## config.mk

```make
export PLATFORM = sky130hd
export DESIGN_NAME = fpmul_result_stage_flat
export DESIGN_NICKNAME = d
export VERILOG_FILES = /design/src/rtl/fpmul_pkg.sv /design/src/rtl/fpmul_result_stage_if.sv /design/src/rtl/fpmul_result_fifo.sv /design/src/rtl/fpmul_result_stage.sv /design/src/flat_wrapper.sv
export SDC_FILE = /design/constraint.sdc
export NUM_CORES = 1
export LEC_CHECK = 0
export ABC_AREA = 1
export BUFFER_PORTS_ARGS = -buffer_cell sky130_fd_sc_hd__clkbuf_2
export CAP_MARGIN = 0
export CORE_UTILIZATION = 57
export CTS_CLUSTER_DIAMETER = 120
export DETAILED_ROUTE_END_ITERATION = 7
export PLACE_DENSITY = 0.78
export SLEW_MARGIN = 20
export SYNTH_ARGS = -nofsm -noshare
export SYNTH_HDL_FRONTEND = slang
export SYNTH_SLANG_ARGS = --single-unit
```

## constraint.sdc

```tcl
create_clock -name clk -period 3 [get_ports clk]
set_input_delay 0.3 -clock clk [delete_from_list [all_inputs] [get_ports clk]]
set_output_delay 0.3 -clock clk [all_outputs]
set_load 0.01 [all_outputs]
```

## src/rtl/fpmul_pkg.sv

```systemverilog
// Shared definitions for the FP multiplier result stage: float field widths,
// special-value constructors, flag bit positions and the occupancy state encoding.
package fpmul_pkg;

  localparam int SIGN_W = 1;
  localparam int EXP_W  = 8;
  localparam int MANT_W = 23;
  localparam int FLOAT_W = SIGN_W + EXP_W + MANT_W;

  localparam logic [FLOAT_W-2:0] INF_MAG  = {{EXP_W{1'b1}}, {MANT_W{1'b0}}};
  localparam logic [FLOAT_W-2:0] ZERO_MAG = '0;

  localparam int FLAG_UDF = 0;
  localparam int FLAG_OVF = 1;
  localparam int FLAG_W   = 2;

  typedef enum logic [1:0] {
    OCC_EMPTY   = 2'd0,
    OCC_PARTIAL = 2'd1,
    OCC_FULL    = 2'd2
  } occ_state_t;

  function automatic logic [FLOAT_W-1:0] signed_inf(input logic sign);
    return {sign, INF_MAG};
  endfunction

  function automatic logic [FLOAT_W-1:0] signed_zero(input logic sign);
    return {sign, ZERO_MAG};
  endfunction

endpackage

```

## src/rtl/fpmul_result_stage_if.sv

```systemverilog
// Handshake bundle between the multiplier, the result stage and its consumer.
// The stage itself uses the slave modport; the environment uses master.
interface fpmul_result_stage_if;

  logic        in_valid;
  logic        in_ready;
  logic [31:0] in_result;
  logic        in_underflow;
  logic        in_overflow;
  logic        out_valid;
  logic        out_ready;
  logic [31:0] out_data;
  logic [1:0]  out_flags;

  modport slave (
    input  in_valid, in_result, in_underflow, in_overflow, out_ready,
    output in_ready, out_valid, out_data, out_flags
  );

  modport master (
    output in_valid, in_result, in_underflow, in_overflow, out_ready,
    input  in_ready, out_valid, out_data, out_flags
  );

endinterface

```

## src/rtl/fpmul_result_fifo.sv

```systemverilog
// Result buffer: storage, wrapping pointers, entry count and EMPTY/PARTIAL/FULL
// occupancy machine. Head data reads as zero whenever the buffer is empty.
module fpmul_result_fifo
  import fpmul_pkg::*;
#(
  parameter int DEPTH = 4,
  parameter int WIDTH = 34
) (
  input  logic                     clk,
  input  logic                     rst_n,
  input  logic                     push_req,
  input  logic [WIDTH-1:0]         wr_data,
  input  logic                     pop_req,
  output logic                     can_push,
  output logic                     has_data,
  output logic [WIDTH-1:0]         rd_data,
  output logic [$clog2(DEPTH):0]   level
);

  localparam int PW = $clog2(DEPTH);
  localparam int LW = PW + 1;

  occ_state_t state, state_next;
  logic [PW-1:0] wr_ptr, rd_ptr;
  logic [WIDTH-1:0] mem [DEPTH];
  logic push, pop;

  // Handshake readiness depends only on registered state, never on pop_req
  assign can_push = (state != OCC_FULL);
  assign has_data = (state != OCC_EMPTY);
  assign push     = push_req && can_push;
  assign pop      = pop_req && has_data;
  assign rd_data  = has_data ? mem[rd_ptr] : '0;

  always_comb begin
    state_next = state;
    unique case (state)
      OCC_EMPTY:   if (push) state_next = OCC_PARTIAL;
      OCC_PARTIAL: begin
        if (push && !pop && level == LW'(DEPTH - 1))
          state_next = OCC_FULL;
        else if (pop && !push && level == LW'(1))
          state_next = OCC_EMPTY;
      end
      OCC_FULL:    if (pop) state_next = OCC_PARTIAL;
      default:     state_next = OCC_EMPTY;
    endcase
  end

  always_ff @(posedge clk or negedge rst_n) begin
    if (!rst_n) begin
      state  <= OCC_EMPTY;
      wr_ptr <= '0;
      rd_ptr <= '0;
      level  <= '0;
    end else begin
      state <= state_next;
      if (push) wr_ptr <= wr_ptr + PW'(1);
      if (pop)  rd_ptr <= rd_ptr + PW'(1);
      if (push && !pop)
        level <= level + LW'(1);
      else if (pop && !push)
        level <= level - LW'(1);
    end
  end

  // Storage is deliberately left unreset; rd_data masks it while empty
  always_ff @(posedge clk) begin
    if (push) mem[wr_ptr] <= wr_data;
  end

endmodule

```

## src/rtl/fpmul_result_stage.sv

```systemverilog
// FP multiplier result stage: overflow/underflow fix-up ahead of a small result FIFO.
// Define FPMUL_STATUS_CNT_EN to add saturating ovf_cnt/udf_cnt exception counters.
module fpmul_result_stage
  import fpmul_pkg::*;
#(
  parameter int DEPTH = 4,
  parameter bit FTZ   = 1'b1,
  parameter bit SAT   = 1'b1
) (
  input  logic                   clk,
  input  logic                   rst_n,
  fpmul_result_stage_if.slave    bus,
  output logic [$clog2(DEPTH):0] level
`ifdef FPMUL_STATUS_CNT_EN
  ,
  output logic [7:0]             ovf_cnt,
  output logic [7:0]             udf_cnt
`endif
);

  logic [FLOAT_W-1:0] fixed;
  logic [FLAG_W-1:0]  flags;
  logic [FLAG_W+FLOAT_W-1:0] head;

  // Overflow takes priority over underflow when both flags arrive together
  always_comb begin
    fixed = bus.in_result;
    if (bus.in_overflow && SAT)
      fixed = signed_inf(bus.in_result[FLOAT_W-1]);
    else if (bus.in_underflow && FTZ)
      fixed = signed_zero(bus.in_result[FLOAT_W-1]);
  end

  always_comb begin
    flags           = '0;
    flags[FLAG_UDF] = bus.in_underflow;
    flags[FLAG_OVF] = bus.in_overflow;
  end

  fpmul_result_fifo #(
    .DEPTH (DEPTH),
    .WIDTH (FLAG_W + FLOAT_W)
  ) u_fifo (
    .clk      (clk),
    .rst_n    (rst_n),
    .push_req (bus.in_valid),
    .wr_data  ({flags, fixed}),
    .pop_req  (bus.out_ready),
    .can_push (bus.in_ready),
    .has_data (bus.out_valid),
    .rd_data  (head),
    .level    (level)
  );

  assign bus.out_data  = head[FLOAT_W-1:0];
  assign bus.out_flags = head[FLAG_W+FLOAT_W-1:FLOAT_W];

`ifdef FPMUL_STATUS_CNT_EN
  logic push;
  assign push = bus.in_valid && bus.in_ready;

  always_ff @(posedge clk or negedge rst_n) begin
    if (!rst_n) begin
      ovf_cnt <= '0;
      udf_cnt <= '0;
    end else if (push) begin
      if (bus.in_overflow && ovf_cnt != 8'hFF)  ovf_cnt <= ovf_cnt + 8'd1;
      if (bus.in_underflow && udf_cnt != 8'hFF) udf_cnt <= udf_cnt + 8'd1;
    end
  end
`endif

endmodule

```

## src/flat_wrapper.sv

```systemverilog
// flat-port wrapper written by rule: the top's interface ports become plain ports
module fpmul_result_stage_flat import fpmul_pkg::*;
#(
  parameter int DEPTH = 4,
  parameter bit FTZ   = 1'b1,
  parameter bit SAT   = 1'b1
)
  (clk, rst_n, level, bus_in_valid, bus_in_result, bus_in_underflow, bus_in_overflow, bus_out_ready, bus_in_ready, bus_out_valid, bus_out_data, bus_out_flags);
  fpmul_result_stage_if bus_i ();
  input  logic clk;
  input  logic rst_n;
  output logic [$clog2(DEPTH):0] level;
  input wire logic [$bits(bus_i.in_valid)-1:0] bus_in_valid;
  input wire logic [$bits(bus_i.in_result)-1:0] bus_in_result;
  input wire logic [$bits(bus_i.in_underflow)-1:0] bus_in_underflow;
  input wire logic [$bits(bus_i.in_overflow)-1:0] bus_in_overflow;
  input wire logic [$bits(bus_i.out_ready)-1:0] bus_out_ready;
  output wire logic [$bits(bus_i.in_ready)-1:0] bus_in_ready;
  output wire logic [$bits(bus_i.out_valid)-1:0] bus_out_valid;
  output wire logic [$bits(bus_i.out_data)-1:0] bus_out_data;
  output wire logic [$bits(bus_i.out_flags)-1:0] bus_out_flags;
  assign bus_i.in_valid = bus_in_valid;
  assign bus_i.in_result = bus_in_result;
  assign bus_i.in_underflow = bus_in_underflow;
  assign bus_i.in_overflow = bus_in_overflow;
  assign bus_i.out_ready = bus_out_ready;
  assign bus_in_ready = bus_i.in_ready;
  assign bus_out_valid = bus_i.out_valid;
  assign bus_out_data = bus_i.out_data;
  assign bus_out_flags = bus_i.out_flags;
  fpmul_result_stage #(.DEPTH(DEPTH), .FTZ(FTZ), .SAT(SAT)) u_core (.clk(clk), .rst_n(rst_n), .bus(bus_i), .level(level));
endmodule
```

==> reports/results.txt <==
Die X-Extent = 111 µm
Starting utilization of the core area = 58.8%
Net switching fraction of the power = 36.0%
Setup ws final = 0.666 ns
Die height = 111 µm
Number of antenna violations at the first check in global routing = 0
Total wirelength of the detailed-routed design = 14400 µm
Beginning of the worst hold path = bus_in_result[31]
Reg2Reg Capture Point = u_core.u_fifo.level[2]$_DFFE_PN0P_
Top cell types by occurrence after synthesis = 176 x sky130_fd_sc_hd__nand2_1, 155 x sky130_fd_sc_hd__inv_1, 136 x sky130_fd_sc_hd__edfxtp_1
Via-to-Cell Ratio = 5.22
Post-synthesis instance area = 6740 µm²
Internal power = 4.95 mW
Dominant cell type by area after synthesis = sky130_fd_sc_hd__edfxtp_1
Total number of clock tree sinks = 145
Number of input and output port buffers inserted = 76
Via count of the first global-routing pass = 4807
Combinational family with the most area after synthesis = simple AND/OR/NAND/NOR gates
Final-report max-slew violation count = 0
Fraction of synthesis flops using an asynchronous set or reset pin = 6.21%
Filler cell count in the final layout = 825
Iteration-0 DRC Markers = 375
Largest net degree at the start of global routing = 70
Ranking of synthesized cells by area = sky130_fd_sc_hd__edfxtp_1 61%, sky130_fd_sc_hd__nand2_1 9.8%, sky130_fd_sc_hd__inv_1 8.6%
Required @ worst endpoint = 2.70 ns
Final sum of negative setup slack = 0 ns
Routed wire length per instance = 15.8 µm
Portion of total power attributed to the clock network = 27.7%
Number of cells traversed by the worst hold path = 1
Top_reg_cell synth = sky130_fd_sc_hd__edfxtp_1
Count of synthesis-stage warnings from yosys = 0
Number of unique standard cell types used by synthesis = 23
Critical Path Slowest Stage Cell = sky130_fd_sc_hd__inv_2
Critical Path Fanout Max = 37
Largest vdd supply drop = 0.485 mV
Post-synth top area share = 60.6%
Area Overhead vs Synth = 16.5%
Worst reg2reg setup slack = 1.20 ns
Simple-gate share of the synthesized area = 18.6%
Ratio of cells with drive above 1 in the final layout = 19.8%
FF+latch count, synth = 145
Compound-Gate Fraction of Synth Area = 3.75%
Vias = 4725
Clock transition at the register clock pins on the worst setup and hold paths after CTS = 0.06 ns
CTS max path bufs = 2
Share of total power in sequential cells = 36.1%
Hold EP = u_core.u_fifo.mem[0][31]$_DFFE_PP_
Area of the multi-input gates = 1700 µm²
TritonCTS clock tree = built
Sum of overflow across all layers after global routing = 0
Antenna-violating nets left = 0
Xor/xnor share of the synthesized area = 0.520%
GRT Overall Usage = 24.8%
Result of the run = complete, no violations
DP Worst Slack = 0.977 ns
Worst setup skew after layout = 0.00880 ns
Leading cell type by number of instances after synthesis = sky130_fd_sc_hd__nand2_1
Total Die Area = 12300 µm²
Crit. End Element = output pin
Crit path arrival time = 2.03 ns
Measured slew at the worst slew-check pin = 0.797 ns
Series of cell instances along the critical path = inv_2 -> buf_12 -> nand2_1 -> nand3_1 -> a21oi_1 -> clkbuf_2
Count of flip-flops with a built-in enable after synthesis = 136
Post-Synthesis Cells = 676
NumNets Final = 799
Length of the first detailed-routing pass in iterations = 5
Longest individual stage delay on the worst path = 0.45 ns
Placement Rows = 39
DP Cell Count = 874
Count of inserted antenna diode cells = 0
Mean cell area of the mapped netlist = 9.97 µm²
Launch point of the worst reg-to-reg path = u_core.u_fifo.state[0]$_DFFE_PN0P_
Post-DP HPWL = 8120 µm
Share of the yosys chip area belonging to registers = 64.0%
Sw Pwr = 2.79 mW
Static leakage power = 3.64 nW
Highest Clock Rate = 0.428 GHz
Minimum period implied by the final worst setup slack = 2.33 ns
Max transition margin = 46.8%
Root Buffer Master = sky130_fd_sc_hd__clkbuf_16
Number of top-level pins = 77
Classification of the worst setup path = reg2out
Count of endpoints failing setup in the final report = 0
Count of endpoints failing hold in the final timing report = 0
Comb power frac = 36.1%
Clk Latency, worst-skew pair = 0.41 ns
Pwr Density = 986 nW/µm²
R2R cell count = 9
Number of nets in the synthesized netlist = 724
Post-route DRC = 0
Core region area = 11500 µm²
Adder and majority gate portion of the synthesized area = 1.86%
HP Class = in2reg
Final estimated routing congestion in global placement = 0.806
Crit share post-route = 77.8%
Number of violations of the max-capacitance limit = 0
Setup repair bufs after CTS = 0
First-pass GRT wire length = 23600 µm
Htree depth = 4
Kind of launch point of the worst setup path = flop
Number of clock buffers inserted by TritonCTS = 17
Mux cell area share after synthesis = 0%
Setup repair after global routing missed its margin = no
Count of placed standard cells in the final layout, fillers left out = 906
Register Area = 4310 µm²
==> per-stage QoR <==
step	total power, mW	hold WS [ns]	utilization, %	instance area, µm²
after global routing	8.17	0.120	68.4	7850
final	7.74	0.116	68.4	7850
after CTS	7.77	0.106	68.4	7850
after floorplan	4.72	0.00441	-	6740
after global placement	5.51	0.167	63.2	7240
after detailed placement	5.61	0.175	63.2	7240
==> worst max path at each step <==
stage	startpoint	to	slack (ns)	depth (start not counted)
5_1_grt	u_core.u_fifo.rd_ptr[0]$_DFFE_PN0P_	bus_out_flags[1]	0.54	6
6_report	u_core.u_fifo.rd_ptr[0]$_DFFE_PN0P_	bus_out_flags[1]	0.67	6
3_5_place_dp	bus_in_underflow	u_core.u_fifo.mem[1][17]$_DFFE_PP_	0.98	4
3_3_place_gp	bus_in_underflow	u_core.u_fifo.mem[3][17]$_DFFE_PP_	1.10	4
2_1_floorplan	u_core.u_fifo.state[0]$_DFFE_PN0P_	u_core.u_fifo.mem[0][0]$_DFFE_PP_	0.43	4
4_1_cts	u_core.u_fifo.rd_ptr[0]$_DFFE_PN0P_	bus_out_flags[1]	0.64	6
==> state kept, by name, summed over array words and instances, names as in the netlist <==
| signal | cells |
|---|---|
| u_core.u_fifo.wr_ptr | 2 |
| u_core.u_fifo.mem | 136 |
| u_core.u_fifo.level | 3 |
| u_core.u_fifo.rd_ptr | 2 |
| u_core.u_fifo.state | 2 |
==> area by class of cell <==
cell class,count,area share [%]
inverter,157,7.52
multi-input combinational,344,21.7
tap,143,2.28
timing repair buffer,86,5.99
sequential,145,54.9
clock inverter,14,2.18
clock buffer,17,5.42
==> cell families (layout without fill, tap and decap cells) <==
logic type      after synthesis  count (layout)
flops                       145             145
simple gates                287             287
xor+xnor                      4               4
buf+inv                     187             274
compound gates               43              43
fa+ha+maj                    10              10
==> repair_timing <==
item / CTS / global route
hold endpoints to repair: 9 / 0
resized for setup: 0 / 0
hold buffers: 1 / 0
==> worst max-delay path, delay by kind of cell, from the launching register on <==
family,cells,cell delay [ns]
buffers and inverters,3,0.91
DFF,1,0.41
and+or+nand+nor,2,0.16
AOI/OAI and AO/OA,1,0.13
==> power groups by stage <==
stage / Clock, mW / Sequential (mW) / Combinational [mW]
after floorplan: 0 / 2.81 / 1.91
after global placement: 0 / 2.81 / 2.70
after detailed placement: 0 / 2.83 / 2.78
after CTS: 2.16 / 2.79 / 2.82
after global routing: 2.24 / 2.83 / 3.11
final: 2.15 / 2.80 / 2.79
==> cells in the final DEF (no fill, tap or decap), types with 8 or more instances in the layout <==
cell	synthesis	final
sky130_fd_sc_hd__nand2_1	176	176
sky130_fd_sc_hd__edfxtp_1	136	136
sky130_fd_sc_hd__nand2_2	11	11
sky130_fd_sc_hd__nand3_1	60	60
sky130_fd_sc_hd__ha_1	10	10
sky130_fd_sc_hd__clkbuf_2	0	76
sky130_fd_sc_hd__nor2_1	27	23
sky130_fd_sc_hd__clkbuf_16	0	17
sky130_fd_sc_hd__a21oi_1	25	25
sky130_fd_sc_hd__buf_4	1	8
sky130_fd_sc_hd__nand3_2	10	10
sky130_fd_sc_hd__inv_1	155	154
sky130_fd_sc_hd__a21oi_2	10	10
==> per-layer routing <==
metal  routed length (µm)  track usage [%]  share of wire, %
met1                 6010             31.5                42
met2                 7280             41.9                51
met3                  768             4.26               5.4
met4                  290             11.5               2.0
met5                    0                0                 0
No activity file was read; power rests on OpenSTA's default activity.
